File: src/rtl/add_fp16.sv
// add_fp16: multi-cycle IEEE-754 binary16 adder, start/done handshake.
//
// Four-state datapath (ALIGN, ADD, NORM, ROUND) after the IDLE capture;
// done pulses 4 cycles after the edge that samples start. One operation
// in flight; start while busy is ignored.
//
// Ports:
//   clk    in   system clock, rising edge
//   nRST   in   asynchronous reset, active-high despite the name
//   start  in   request, sampled only in IDLE
//   a      in   FP16 operand (product)
//   b      in   FP16 operand (accumulator)
//   result out  FP16 sum, registered, held until next done
//   done   out  one-cycle pulse, result valid
//   busy   out  high from the cycle after capture until done
//
// Build option: ADD_FP16_SPECIALS_EN enables NaN/Inf handling and
// overflow to Inf; otherwise exponent-31 inputs are finite and overflow
// saturates to +/-max. Subnormal inputs/results always flush to zero.

module add_fp16 (
    input  logic        clk,
    input  logic        nRST,
    input  logic        start,
    input  logic [15:0] a,
    input  logic [15:0] b,
    output logic [15:0] result,
    output logic        done,
    output logic        busy
);

    typedef enum logic [2:0] {StIdle, StAlign, StAdd, StNorm, StRound} state_e;

    state_e             state_q, state_d;
    logic [15:0]        a_q, a_d, b_q, b_d;
    logic               sign_q, sign_d;
    logic               sub_q, sub_d;
    logic               zero_q, zero_d;
    logic signed [6:0]  exp_q, exp_d;
    logic [13:0]        sig_big_q, sig_big_d, sig_sml_q, sig_sml_d;
    logic [14:0]        sum_q, sum_d;
    logic [15:0]        result_q, result_d;
    logic               done_q, done_d, busy_q, busy_d;
`ifdef ADD_FP16_SPECIALS_EN
    logic               special_q, special_d;
    logic [15:0]        special_val_q, special_val_d;
    logic               a_nan, b_nan, a_inf, b_inf;
`endif

    // Align-stage signals
    logic               swap;
    logic [15:0]        big, sml;
    logic [14:0]        mag_a, mag_b, big_mag, sml_mag;
    logic [10:0]        big_sig, sml_sig;
    logic [4:0]         exp_diff;
    logic [13:0]        sml_field, shifted, lost, aligned;

    // Norm/round-stage signals
    logic [3:0]         lzc;
    logic [13:0]        norm_sig;
    logic signed [6:0]  norm_exp, rnd_exp;
    logic               round_up;
    logic [11:0]        mant_rnd;
    logic [9:0]         frac;
    logic [15:0]        packed_res;

    always_ff @(posedge clk or posedge nRST) begin
        if (nRST) begin
            state_q       <= StIdle;
            a_q           <= 16'h0000;
            b_q           <= 16'h0000;
            sign_q        <= 1'b0;
            sub_q         <= 1'b0;
            zero_q        <= 1'b0;
            exp_q         <= 7'sd0;
            sig_big_q     <= 14'd0;
            sig_sml_q     <= 14'd0;
            sum_q         <= 15'd0;
            result_q      <= 16'h0000;
            done_q        <= 1'b0;
            busy_q        <= 1'b0;
`ifdef ADD_FP16_SPECIALS_EN
            special_q     <= 1'b0;
            special_val_q <= 16'h0000;
`endif
        end else begin
            state_q       <= state_d;
            a_q           <= a_d;
            b_q           <= b_d;
            sign_q        <= sign_d;
            sub_q         <= sub_d;
            zero_q        <= zero_d;
            exp_q         <= exp_d;
            sig_big_q     <= sig_big_d;
            sig_sml_q     <= sig_sml_d;
            sum_q         <= sum_d;
            result_q      <= result_d;
            done_q        <= done_d;
            busy_q        <= busy_d;
`ifdef ADD_FP16_SPECIALS_EN
            special_q     <= special_d;
            special_val_q <= special_val_d;
`endif
        end
    end

    // ALIGN: exp=0 operands read as zero magnitude, so they sort below
    // everything and contribute no significand.
    always_comb begin
        mag_a     = (a_q[14:10] != 5'd0) ? a_q[14:0] : 15'd0;
        mag_b     = (b_q[14:10] != 5'd0) ? b_q[14:0] : 15'd0;
        swap      = mag_b > mag_a;
        big       = swap ? b_q : a_q;
        sml       = swap ? a_q : b_q;
        big_mag   = swap ? mag_b : mag_a;
        sml_mag   = swap ? mag_a : mag_b;
        big_sig   = (big_mag[14:10] != 5'd0) ? {1'b1, big_mag[9:0]} : 11'd0;
        sml_sig   = (sml_mag[14:10] != 5'd0) ? {1'b1, sml_mag[9:0]} : 11'd0;
        exp_diff  = big_mag[14:10] - sml_mag[14:10];
        sml_field = {sml_sig, 3'b000};
        shifted   = sml_field >> exp_diff;
        lost      = sml_field & ~(14'h3fff << exp_diff);
        if (exp_diff >= 5'd14) begin
            aligned = {13'd0, |sml_sig};
        end else begin
            aligned = shifted | {13'd0, |lost};
        end
    end

    // NORM: leading-one search over the low 14 bits (carry handled apart)
    always_comb begin
        lzc = 4'd0;
        for (int i = 0; i < 14; i++) begin
            if (sum_q[i]) lzc = 4'(13 - i);
        end
        if (sum_q[14]) begin
            norm_sig = {sum_q[14:2], sum_q[1] | sum_q[0]};
            norm_exp = exp_q + 7'sd1;
        end else begin
            norm_sig = sum_q[13:0] << lzc;
            norm_exp = exp_q - $signed({3'b000, lzc});
        end
    end

    // ROUND: sum_q[13:0] holds the normalized significand with G/R/S below
    always_comb begin
        round_up = sum_q[2] & (sum_q[3] | sum_q[1] | sum_q[0]);
        mant_rnd = {1'b0, sum_q[13:3]} + {11'd0, round_up};
        rnd_exp  = mant_rnd[11] ? exp_q + 7'sd1 : exp_q;
        frac     = mant_rnd[11] ? mant_rnd[10:1] : mant_rnd[9:0];
        if (zero_q || rnd_exp < 7'sd1) begin
            packed_res = {sign_q, 15'd0};
        end else if (rnd_exp > 7'sd30) begin
`ifdef ADD_FP16_SPECIALS_EN
            packed_res = {sign_q, 15'h7c00};
`else
            packed_res = {sign_q, 15'h7bff};
`endif
        end else begin
            packed_res = {sign_q, rnd_exp[4:0], frac};
        end
`ifdef ADD_FP16_SPECIALS_EN
        if (special_q) packed_res = special_val_q;
`endif
    end

`ifdef ADD_FP16_SPECIALS_EN
    always_comb begin
        a_nan = (&a_q[14:10]) & (|a_q[9:0]);
        b_nan = (&b_q[14:10]) & (|b_q[9:0]);
        a_inf = (&a_q[14:10]) & ~(|a_q[9:0]);
        b_inf = (&b_q[14:10]) & ~(|b_q[9:0]);
    end
`endif

    always_comb begin
        state_d   = state_q;
        a_d       = a_q;
        b_d       = b_q;
        sign_d    = sign_q;
        sub_d     = sub_q;
        zero_d    = zero_q;
        exp_d     = exp_q;
        sig_big_d = sig_big_q;
        sig_sml_d = sig_sml_q;
        sum_d     = sum_q;
        result_d  = result_q;
        done_d    = 1'b0;
        busy_d    = busy_q;
`ifdef ADD_FP16_SPECIALS_EN
        special_d     = special_q;
        special_val_d = special_val_q;
`endif
        unique case (state_q)
            StIdle: begin
                if (start) begin
                    a_d     = a;
                    b_d     = b;
                    busy_d  = 1'b1;
                    state_d = StAlign;
                end
            end
            StAlign: begin
                sign_d    = big[15];
                sub_d     = big[15] ^ sml[15];
                exp_d     = $signed({2'b00, big_mag[14:10]});
                sig_big_d = {big_sig, 3'b000};
                sig_sml_d = aligned;
`ifdef ADD_FP16_SPECIALS_EN
                special_d     = a_nan | b_nan | a_inf | b_inf;
                special_val_d = (a_nan | b_nan | (a_inf & b_inf & (a_q[15] ^ b_q[15])))
                                ? 16'h7e00 : (a_inf ? a_q : b_q);
`endif
                state_d   = StAdd;
            end
            StAdd: begin
                // Swap guarantees big >= small, so subtraction never wraps
                sum_d   = sub_q ? ({1'b0, sig_big_q} - {1'b0, sig_sml_q})
                                : ({1'b0, sig_big_q} + {1'b0, sig_sml_q});
                state_d = StNorm;
            end
            StNorm: begin
                sum_d  = {1'b0, norm_sig};
                exp_d  = norm_exp;
                zero_d = (sum_q == 15'd0);
                // Exact cancellation is +0; like-signed zeros keep their sign
                if (sum_q == 15'd0 && sub_q) sign_d = 1'b0;
                state_d = StRound;
            end
            StRound: begin
                result_d = packed_res;
                done_d   = 1'b1;
                busy_d   = 1'b0;
                state_d  = StIdle;
            end
            default: state_d = StIdle;
        endcase
    end

    assign result = result_q;
    assign done   = done_q;
    assign busy   = busy_q;

endmodule

File: config.mk
export PLATFORM = sky130hd
export DESIGN_NAME = add_fp16
export DESIGN_NICKNAME = d
export VERILOG_FILES = /design/src/rtl/add_fp16.sv
export SDC_FILE = /design/constraint.sdc
export NUM_CORES = 1
export LEC_CHECK = 0
export BUFFER_PORTS_ARGS = -buffer_cell sky130_fd_sc_hd__buf_2
export CAP_MARGIN = 15
export CORE_MARGIN = 8
export CORE_UTILIZATION = 59
export DETAILED_ROUTE_END_ITERATION = 8
export PLACE_DENSITY = 0.87
export SETUP_SLACK_MARGIN = 0.5
export SLEW_MARGIN = 15
export SYNTH_ARGS = -nofsm -noshare
export SYNTH_HDL_FRONTEND = slang
export SYNTH_SLANG_ARGS = --single-unit
File: constraint.sdc
create_clock -name clk -period 5 [get_ports clk]
set_clock_uncertainty 0.2 [all_clocks]
set_input_delay 0.25 -clock clk [delete_from_list [all_inputs] [get_ports clk]]
set_output_delay 0.25 -clock clk [all_outputs]
set_load 0.005 [all_outputs]
After elaboration in Yosys (flattened, before gate mapping)
Index checks and enable logic that the tools add are counted.

Output and inout port bits: 18. Input bits: 35. Word-level logic and storage cells: 95. Flip-flop bits (word level): 103.

Equality and inequality tests: 6. $lt $le $gt $ge: 4. Reductions and logical operators: 16. Add/sub/neg operators: 6. Multiplexer cells: 39. Shifts and indexed selects: 3. Bitwise operators: 8.

Operators with widths (number): 15-bit two-way mux (7); 4-bit two-way mux (14); 16-bit two-way mux (2); 15-bit one-hot mux with 2 select lines (1); 14-bit two-way mux (2); 11-bit two-way mux (2); 5-bit nonzero test (4); 14-bit by 14-bit adder with 15-bit output (1); 15-bit greater-than comparator (1); 15-bit zero test (1); 14-bit by 14-bit subtractor with 15-bit output (1); 14-bit bitwise AND (1); 7-bit two-way mux (2); 14-bit NOT (1); 14-bit by 1-bit bitwise OR with 14-bit output (1); 7-bit one-hot mux with 2 select lines (1); 14-bit OR reduction (1); 14-bit by 4-bit left shift with 14-bit output (1); 14-bit by 5-bit left shift with 14-bit output (first input constant) (1); 14-bit by 5-bit right shift with 14-bit output (1); 11-bit by 1-bit adder with 12-bit output (1); 3-bit one-hot mux with 4 select lines (1); 11-bit OR reduction (1); 10-bit two-way mux (1); 21 further kinds (32).

Logic depth before layout (Yosys ltp)
Gate-level depths: netlist (run 1).

Depth in word-level cells: 17. Mapped depth: 22. Gate-level depth less buffers: 19.

Worst setup path after synthesis (run 1)
Ideal clock, no wire load.

Path kind: reg2reg. From: register b_q[11]. To: register sig_sml_q[5]. Arrival: 4284 ps. Cell stages (with the launch flop): 22. Setup time: 121 ps. Path slack: 395 ps. Clock period less this slack: 4605 ps. Path through: dfrtp_1 nor3_1 nand2_1 clkbuf_1 nand2_1 inv_1 ha_1 nand4_1 or4_1 buf_6 nand2_1 a21oi_2 a211oi_1 ha_1 o32ai_1 a31o_2 a221oi_2 o311ai_2 buf_6 and3_1 a311o_1 a22o_1.

Word-level cells in the longest chain between the ends: 9. Elaborated cells on any way between the ends: 12.

RTL lines: from (decl) (RTL line 35) `logic [15:0] a_q, a_d, b_q, b_d;`; from (signal assigned) (RTL line 71) `b_q <= 16'h0000;`; from (signal assigned) (RTL line 89) `b_q <= b_d;`; 5-bit nonzero test (RTL line 111) `mag_b = (b_q[14:10] != 5'd0) ? b_q[14:0] : 15'd0;`; 15-bit two-way mux * (RTL line 111); parallel branches: the longest is 6 deep, another holds 15-bit greater-than comparator; 14-bit two-way mux * (RTL line 123) `if (exp_diff >= 5'd14) begin`; to (signal assigned) (RTL line 95) `sig_sml_q <= sig_sml_d;`; to (decl) (RTL line 40) `logic [13:0] sig_big_q, sig_big_d, sig_sml_q, sig_sml_d;`.

Mark *: on every way between the ends. A chain may end at the register's enable or synchronous reset.

Worst setup path after layout (run 1)
From: register a_q[10]. To: register sig_sml_q[1].

Word-level cells in the longest chain between the ends: 9. Elaborated cells on any way between the ends: 12.

RTL lines: from (decl) (RTL line 35); from (signal assigned) (RTL line 70) `a_q <= 16'h0000;`; from (signal assigned) (RTL line 88) `a_q <= a_d;`; 5-bit nonzero test (RTL line 110) `mag_a = (a_q[14:10] != 5'd0) ? a_q[14:0] : 15'd0;`; 15-bit two-way mux * (RTL line 110); parallel branches: the longest is 6 deep, another holds 15-bit greater-than comparator; 14-bit two-way mux * (RTL line 123).

Marked as above.

==> results of run 1 <==
layout make-up:
cell class / instances / area [um2] / area share, %
clock buffer: 11 / 233 / 2.39
clock inverter: 4 / 47.5 / 0.488
inverter: 61 / 234 / 2.40
multi-input combinational: 742 / 5480 / 56.2
sequential: 103 / 2580 / 26.4
tap: 180 / 225 / 2.31
timing repair buffer: 129 / 955 / 9.79
per-layer routing:
| metal | vias up | global-route usage, % |
|---|---|---|
| met5 | - | 0 |
| met4 | 0 | 10.7 |
| met3 | 149 | 5.53 |
| met2 | 559 | 42.8 |
| met1 | 3939 | 30.4 |
| li1 | 3694 | - |
through the flow:
step                util, %  hold slack, ns  cells
floorplan                 -           0.167    973
global route           70.8           0.314   1230
detailed placement     63.0           0.198   1159
finish                 70.8           0.292   1230
global placement       63.0           0.192   1159
CTS                    68.5           0.281   1216
registers in the layout, indices dropped and copies added, names as in the netlist:
| register | flops |
|---|---|
| sign_q | 1 |
| done | 1 |
| result | 16 |
| sig_big_q | 11 |
| state_q | 3 |
| b_q | 16 |
| sub_q | 1 |
| sig_sml_q | 14 |
| sum_q | 15 |
| busy | 1 |
| a_q | 16 |
| exp_q | 7 |
| zero_q | 1 |
timing repair:
item,4_1_cts,5_1_grt
setup buffers,7,11
setup endpoints to repair,14,14
pin swaps,7,18
endpoints found under the hold margin,88,0
gates cloned,1,3
hold buffers,34,0
gates resized for setup,10,39
worst min-delay path by stage:
stage / endpoint / slack [ns] / from
floorplan: a_q[10] / 0.17 / a[10]
global placement: busy / 0.19 / nRST
finish: busy / 0.29 / busy
global route: busy / 0.31 / busy
CTS: busy / 0.28 / busy
detailed placement: busy / 0.20 / nRST
worst reg2reg max path, stage by stage (launching register included):
cell,delay (ns)
dfrtp_1,0.44
nor3_2,0.21
nand3_2,0.13
buf_2,0.20
nand2_1,0.18
ha_4,0.23
nand4_1,0.15
buf_4,0.17
a21oi_2,0.05
o31ai_2,0.36
nor3_2,0.14
a211oi_2,0.24
ha_4,0.22
o32ai_4,0.08
a31o_2,0.24
a221oi_4,0.24
buf_4,0.18
o311ai_2,0.17
a21o_1,0.22
a211oi_1,0.33
o31ai_1,0.11
cells in the final DEF, fill, tap and decap left out, types with 9 or more instances in the layout:
master	netlist	final
nor2_1	70	68
a22o_1	31	31
xnor2_1	21	21
nand3_1	22	19
mux2i_1	37	37
inv_1	57	49
ha_4	0	9
buf_2	11	54
dlygate4sd3_1	0	34
nand2_1	116	106
buf_4	2	36
a21oi_1	56	54
o211ai_1	9	9
o31ai_1	9	9
o21ai_0	60	60
nor3_1	27	23
xor2_1	9	9
clkbuf_16	0	10
a31oi_1	10	10
a211oi_1	16	14
a221oi_1	9	9
dfrtp_1	103	103
mux2_2	30	29
a21o_1	11	11
ha_1	46	36
cell families (layout without fill, tap and decap cells):
group / Yosys count / count (layout)
adder cells (fa/ha/maj): 48 / 48
flip-flops: 103 / 103
buffers and inverters: 129 / 205
XOR/XNOR: 31 / 31
AO/OA/AOI/OAI: 291 / 292
multiplexers: 69 / 69
AND/OR/NAND/NOR: 302 / 302
==> results by group, run 1 <==
Run status
  – Status: completed

Synthesis
  – Post-Syn Nets: 1056
  – Seq cells post-synth: 103
  – Synth Area in Compound Gates: 25.1%
  – Adder-cell share of the synthesized area: 7.46%
  – Main combinational cell family by area after synthesis: compound AO/OA/AOI/OAI gates
  – Synth top area share: 31.2%
  – Simple-gate portion of the synthesized area: 17.2%
  – Sequential fraction of the synthesis area: 31.2%
  – Syn Inst Count: 973
  – Syn avg cell area: 8.48 um2
  – Warnings, synthesis: 0
  – Post-synthesis cell type count: 90
  – Synth cell count leaders: nand2_1 (116), dfrtp_1 (103), nor2_1 (70)
  – Mapped Area: 8250 um2
  – Post-synth EDFFs: 0
  – Post-synthesis mux area share: 8.99%
  – Dominant synthesized flop cell: dfrtp_1
  – Ranking of synthesized cells by area: dfrtp_1 (31%), ha_1 (7.0%), nand2_1 (5.3%)
  – Synthesized-area fraction occupied by xor and xnor cells: 3.38%
  – Synth area leader: dfrtp_1
  – Count leader, synth: nand2_1
  – Async SR Flop Fraction: 100%

Critical path
  – Crit path max-delay family: compound AO/OA/AOI/OAI gates
  – CP Max Fanout: 5
  – CP Launch Type: flip-flop
  – Worst path cell trace: nor3_2 -> nand3_2 -> buf_2 -> nand2_1 -> ha_4 -> nand4_1 -> buf_4 -> a21oi_2 -> o31ai_2 -> nor3_2 -> a211oi_2 -> ha_4 -> o32ai_4 -> a31o_2 -> a221oi_4 -> buf_4 -> o311ai_2 -> a21o_1 -> a211oi_1 -> o31ai_1
  – Crit-path slowest cell: dfrtp_1
  – CP Data Arrival Time: 4.66 ns
  – Worst R2R Setup Slack: 0.37 ns
  – Reg-to-reg endpoint: sig_sml_q[1]
  – Levels on crit path: 20
  – Worst R2R Path Depth: 20
  – Worst R2R Start: a_q[10]
  – Required @ worst endpoint: 5.03 ns
  – Worst setup path endpoint: sig_sml_q[1]
  – Worst setup path startpoint: a_q[10]
  – Kind of critical path: flip-flop to flip-flop
  – Crit. End Element: flip-flop
  – Worst path max stage delay: 0.44 ns
  – Worst path bufs/invs: 3

Global routing
  – Grt ovf: 0
  – Largest net degree at the start of global routing: 57
  – Vias in the first global route: 7620
  – Tot GR Track Use: 25.3%
  – First-pass GRT wire length: 37.6 mm
  – Initial antenna violation count: 0

CTS
  – TritonCTS Sinks: 103
  – H-tree levels: 3
  – Root Buffer: clkbuf_16
  – Reg clk slew, reported paths: 0.07 ns
  – CTS Buf Count: 9
  – CTS Buffer Depth: 2
  – Worst skew pair latency: 0.36 ns
  – CTS tree: yes

Placement
  – Routability Congestion: 0.952
  – DP Area: 8680 um2
  – Detailed placer's ending HPWL: 15.5 mm
  – Pre-CTS WS: 0.209 ns
  – Port Buffer Count: 52

Final layout
  – ANT cells: 0
  – Final net count: 1129
  – Area grow syn2layout: 18.1%
  – Layout cells sized above 1: 20.6%
  – Post-route cell area: 9750 um2
  – Fill cells: 984

Die
  – Chip width: 134 um
  – CORE AREA: 13800 um2
  – Die Ht: 134 um
  – Starting Density: 59.9%
  – Row count: 43
  – I/O pin count: 53
  – Full die area: 18000 um2

Route
  – DR vias/cell: 6.78
  – Met1 Routed Length: 9.81 mm
  – DRC Markers: 0
  – DR iter-0 viols: 1117
  – Pre-Repair DR Iteration Count: 7
  – Routed vias: 8341
  – Post-route ant nets: 0
  – WL met2: 12.2 mm
  – Top Layer Used: met4
  – Post-Route WL: 25.4 mm
  – Met3 Wirelength: 2.21 mm
  – WL per Instance: 20.7 um

STA
  – RSZ-0062 raised after global routing: true
  – Final setup margin: 0.371 ns
  – Max Freq: 216 MHz
  – Pins Over Slew Limit: 0
  – Final setup TNS: 0 ns
  – Worst Max-Slew Pin Slew: 1.11 ns
  – Setup Viol. Count Final: 0
  – Min Tclk post-route: 4.63 ns
  – Fin crit share: 92.6%
  – Slew headroom: 26.3%
  – Final hold violations: 0

Flow run
  – Max-cap violations: 0

Worst hold path
  – Hold depth: 1
  – Min-Delay Path Class: flip-flop to flip-flop
Power of run 1 is not shown: default switching activity piles up to over one toggle a cycle in this logic, so the estimate is an artifact.
==> run 2: changes to the inputs <==
CTS_BUF_LIST = sky130_fd_sc_hd__clkbuf_2   (was default)
==> results by group, run 2 (synthesis results as in run 1) <==
Run status
  – Status: completed

Global routing
  – Vias in the first global route: 7577
  – First-pass GRT wire length: 37.5 mm
  – Largest net degree at the start of global routing: 57
  – Grt ovf: 0
  – Tot GR Track Use: 25.2%
  – Initial antenna violation count: 0

CTS
  – Reg clk slew, reported paths: 0.29 ns
  – Worst skew pair latency: 0.66 ns
  – CTS tree: yes
  – CTS Buf Count: 9
  – TritonCTS Sinks: 103
  – Root Buffer: clkbuf_2
  – H-tree levels: 3
  – CTS Buffer Depth: 2

Flow run
  – Max-cap violations: 0

Worst hold path
  – Min-Delay Path Class: input port to asynchronous set/reset pin

Placement
  – Placed Cells: 1159
  – DP Area: 8680 um2
  – Routability Congestion: 0.952
  – Port Buffer Count: 52
  – Detailed placer's ending HPWL: 15.5 mm

Final layout
  – Layout cells sized above 1: 19.0%
  – Area grow syn2layout: 14.3%
  – Commonest non-fill, non-tap cell in the layout: nand2_1
  – Commonest non-fill, non-tap cells in the layout: nand2_1 (109), dfrtp_1 (103), nor2_1 (68), o21ai_0 (60), a21oi_1 (54)
  – ANT cells: 0
  – Post-Layout Cell Count: 1230
  – Final net count: 1129
  – Post-route cell area: 9440 um2

Route
  – Top Layer Used: met4
  – Met3 Wirelength: 1.72 mm
  – WL per Instance: 19.2 um
  – Routed vias: 8038
  – DR iter-0 viols: 1071
  – DRC Markers: 0
  – Met1 Routed Length: 9.64 mm
  – Post-Route WL: 23.7 mm
  – Post-route ant nets: 0
  – Pre-Repair DR Iteration Count: 5
  – WL met2: 11.5 mm
  – DR vias/cell: 6.53

STA
  – Worst Max-Slew Pin Slew: 1.13 ns
  – Final setup TNS: 0 ns
  – Fin crit share: 95.3%
  – Setup Viol. Count Final: 0
  – Final hold violations: 0
  – Max Freq: 210 MHz
  – RSZ-0062 raised after global routing: true
  – Pins Over Slew Limit: 0
  – Min Tclk post-route: 4.77 ns
  – Slew headroom: 24.9%

Critical path
  – CP Data Arrival Time: 5.15 ns
  – CP Launch Type: flip-flop
  – Worst path cell trace: nor3_2 -> nand2_2 -> buf_6 -> nand2_4 -> inv_4 -> ha_4 -> nand4_1 -> or4_4 -> nand2_4 -> a21oi_4 -> a211oi_2 -> ha_4 -> o32ai_2 -> a31o_2 -> a221oi_4 -> o311ai_4 -> mux2_2 -> a21o_1 -> o31ai_1
  – Worst R2R Start: b_q[11]
  – Required @ worst endpoint: 5.38 ns
  – Worst R2R Path Depth: 19
  – Crit. End Element: flip-flop
  – Worst path max stage delay: 0.63 ns
  – Crit-path slowest cell: or4_4
  – Reg-to-reg endpoint: sig_sml_q[1]
  – Worst R2R Setup Slack: 0.23 ns
  – Kind of critical path: flip-flop to flip-flop
  – CP Max Fanout: 7

Die
  – I/O pin count: 53
  – Starting Density: 59.9%
  – Die Ht: 134 um
  – Row count: 43
  – Chip width: 134 um
  – Full die area: 18000 um2
  – CORE AREA: 13800 um2
==> run 2: cell type report <==
cell class	count	area (um2)
Fill cell	1076	4340
Timing Repair Buffer	129	943
Inverter	61	236
Multi-Input combinational cell	742	5350
Tap cell	180	225
Clock buffer	11	55.1
Clock inverter	4	47.5
Sequential cell	103	2580
==> run 2: worst max-delay path by stage <==
stage	start	endpoint	depth (start not counted)
floorplan	b_q[10]	sig_sml_q[5]	21
global placement	b_q[12]	sig_sml_q[5]	19
detailed placement	b_q[12]	sig_sml_q[5]	19
CTS	b_q[11]	sig_sml_q[0]	21
global route	b_q[11]	sig_sml_q[6]	20
finish	b_q[11]	sig_sml_q[1]	19
==> run 2: routing by layer <==
layer | vias to the layer above | global-route usage (%)
li1 | 3675 | -
met3 | 82 | 4.86
met5 | - | 0
met1 | 3861 | 31.6
met4 | 0 | 10.9
met2 | 420 | 41.3
==> run 2: worst max-delay path, delay by kind of cell (launching register included) <==
kind	cells	cell delay [ns]
muxes	1	0.35
and+or+nand+nor	6	1.39
adders and majority gates	2	0.46
AOI/OAI and AO/OA	8	1.59
DFF	1	0.48
buffers and inverters	2	0.22
==> run 2: what timing repair did <==
action | 4_1_cts | 5_1_grt
hold buffers | 34 | 0
buffers inserted | 12 | 8
resized for setup | 14 | 15
endpoints found under the setup margin | 14 | 14
pin swaps | 13 | 14
hold endpoints to repair | 88 | 0
cloned | 1 | 1
==> run 2: per-stage QoR <==
step           util [%]  hold WS, ns  setup slack [ns]
3_3_place_gp       63.0        0.192             0.322
3_5_place_dp       63.0        0.198             0.209
6_report           68.5      0.00873             0.233
5_1_grt            68.5       0.0218             0.174
2_1_floorplan         -        0.167             0.486
4_1_cts            67.6       0.0349             0.522
Power of run 2 is left out for the same reason.
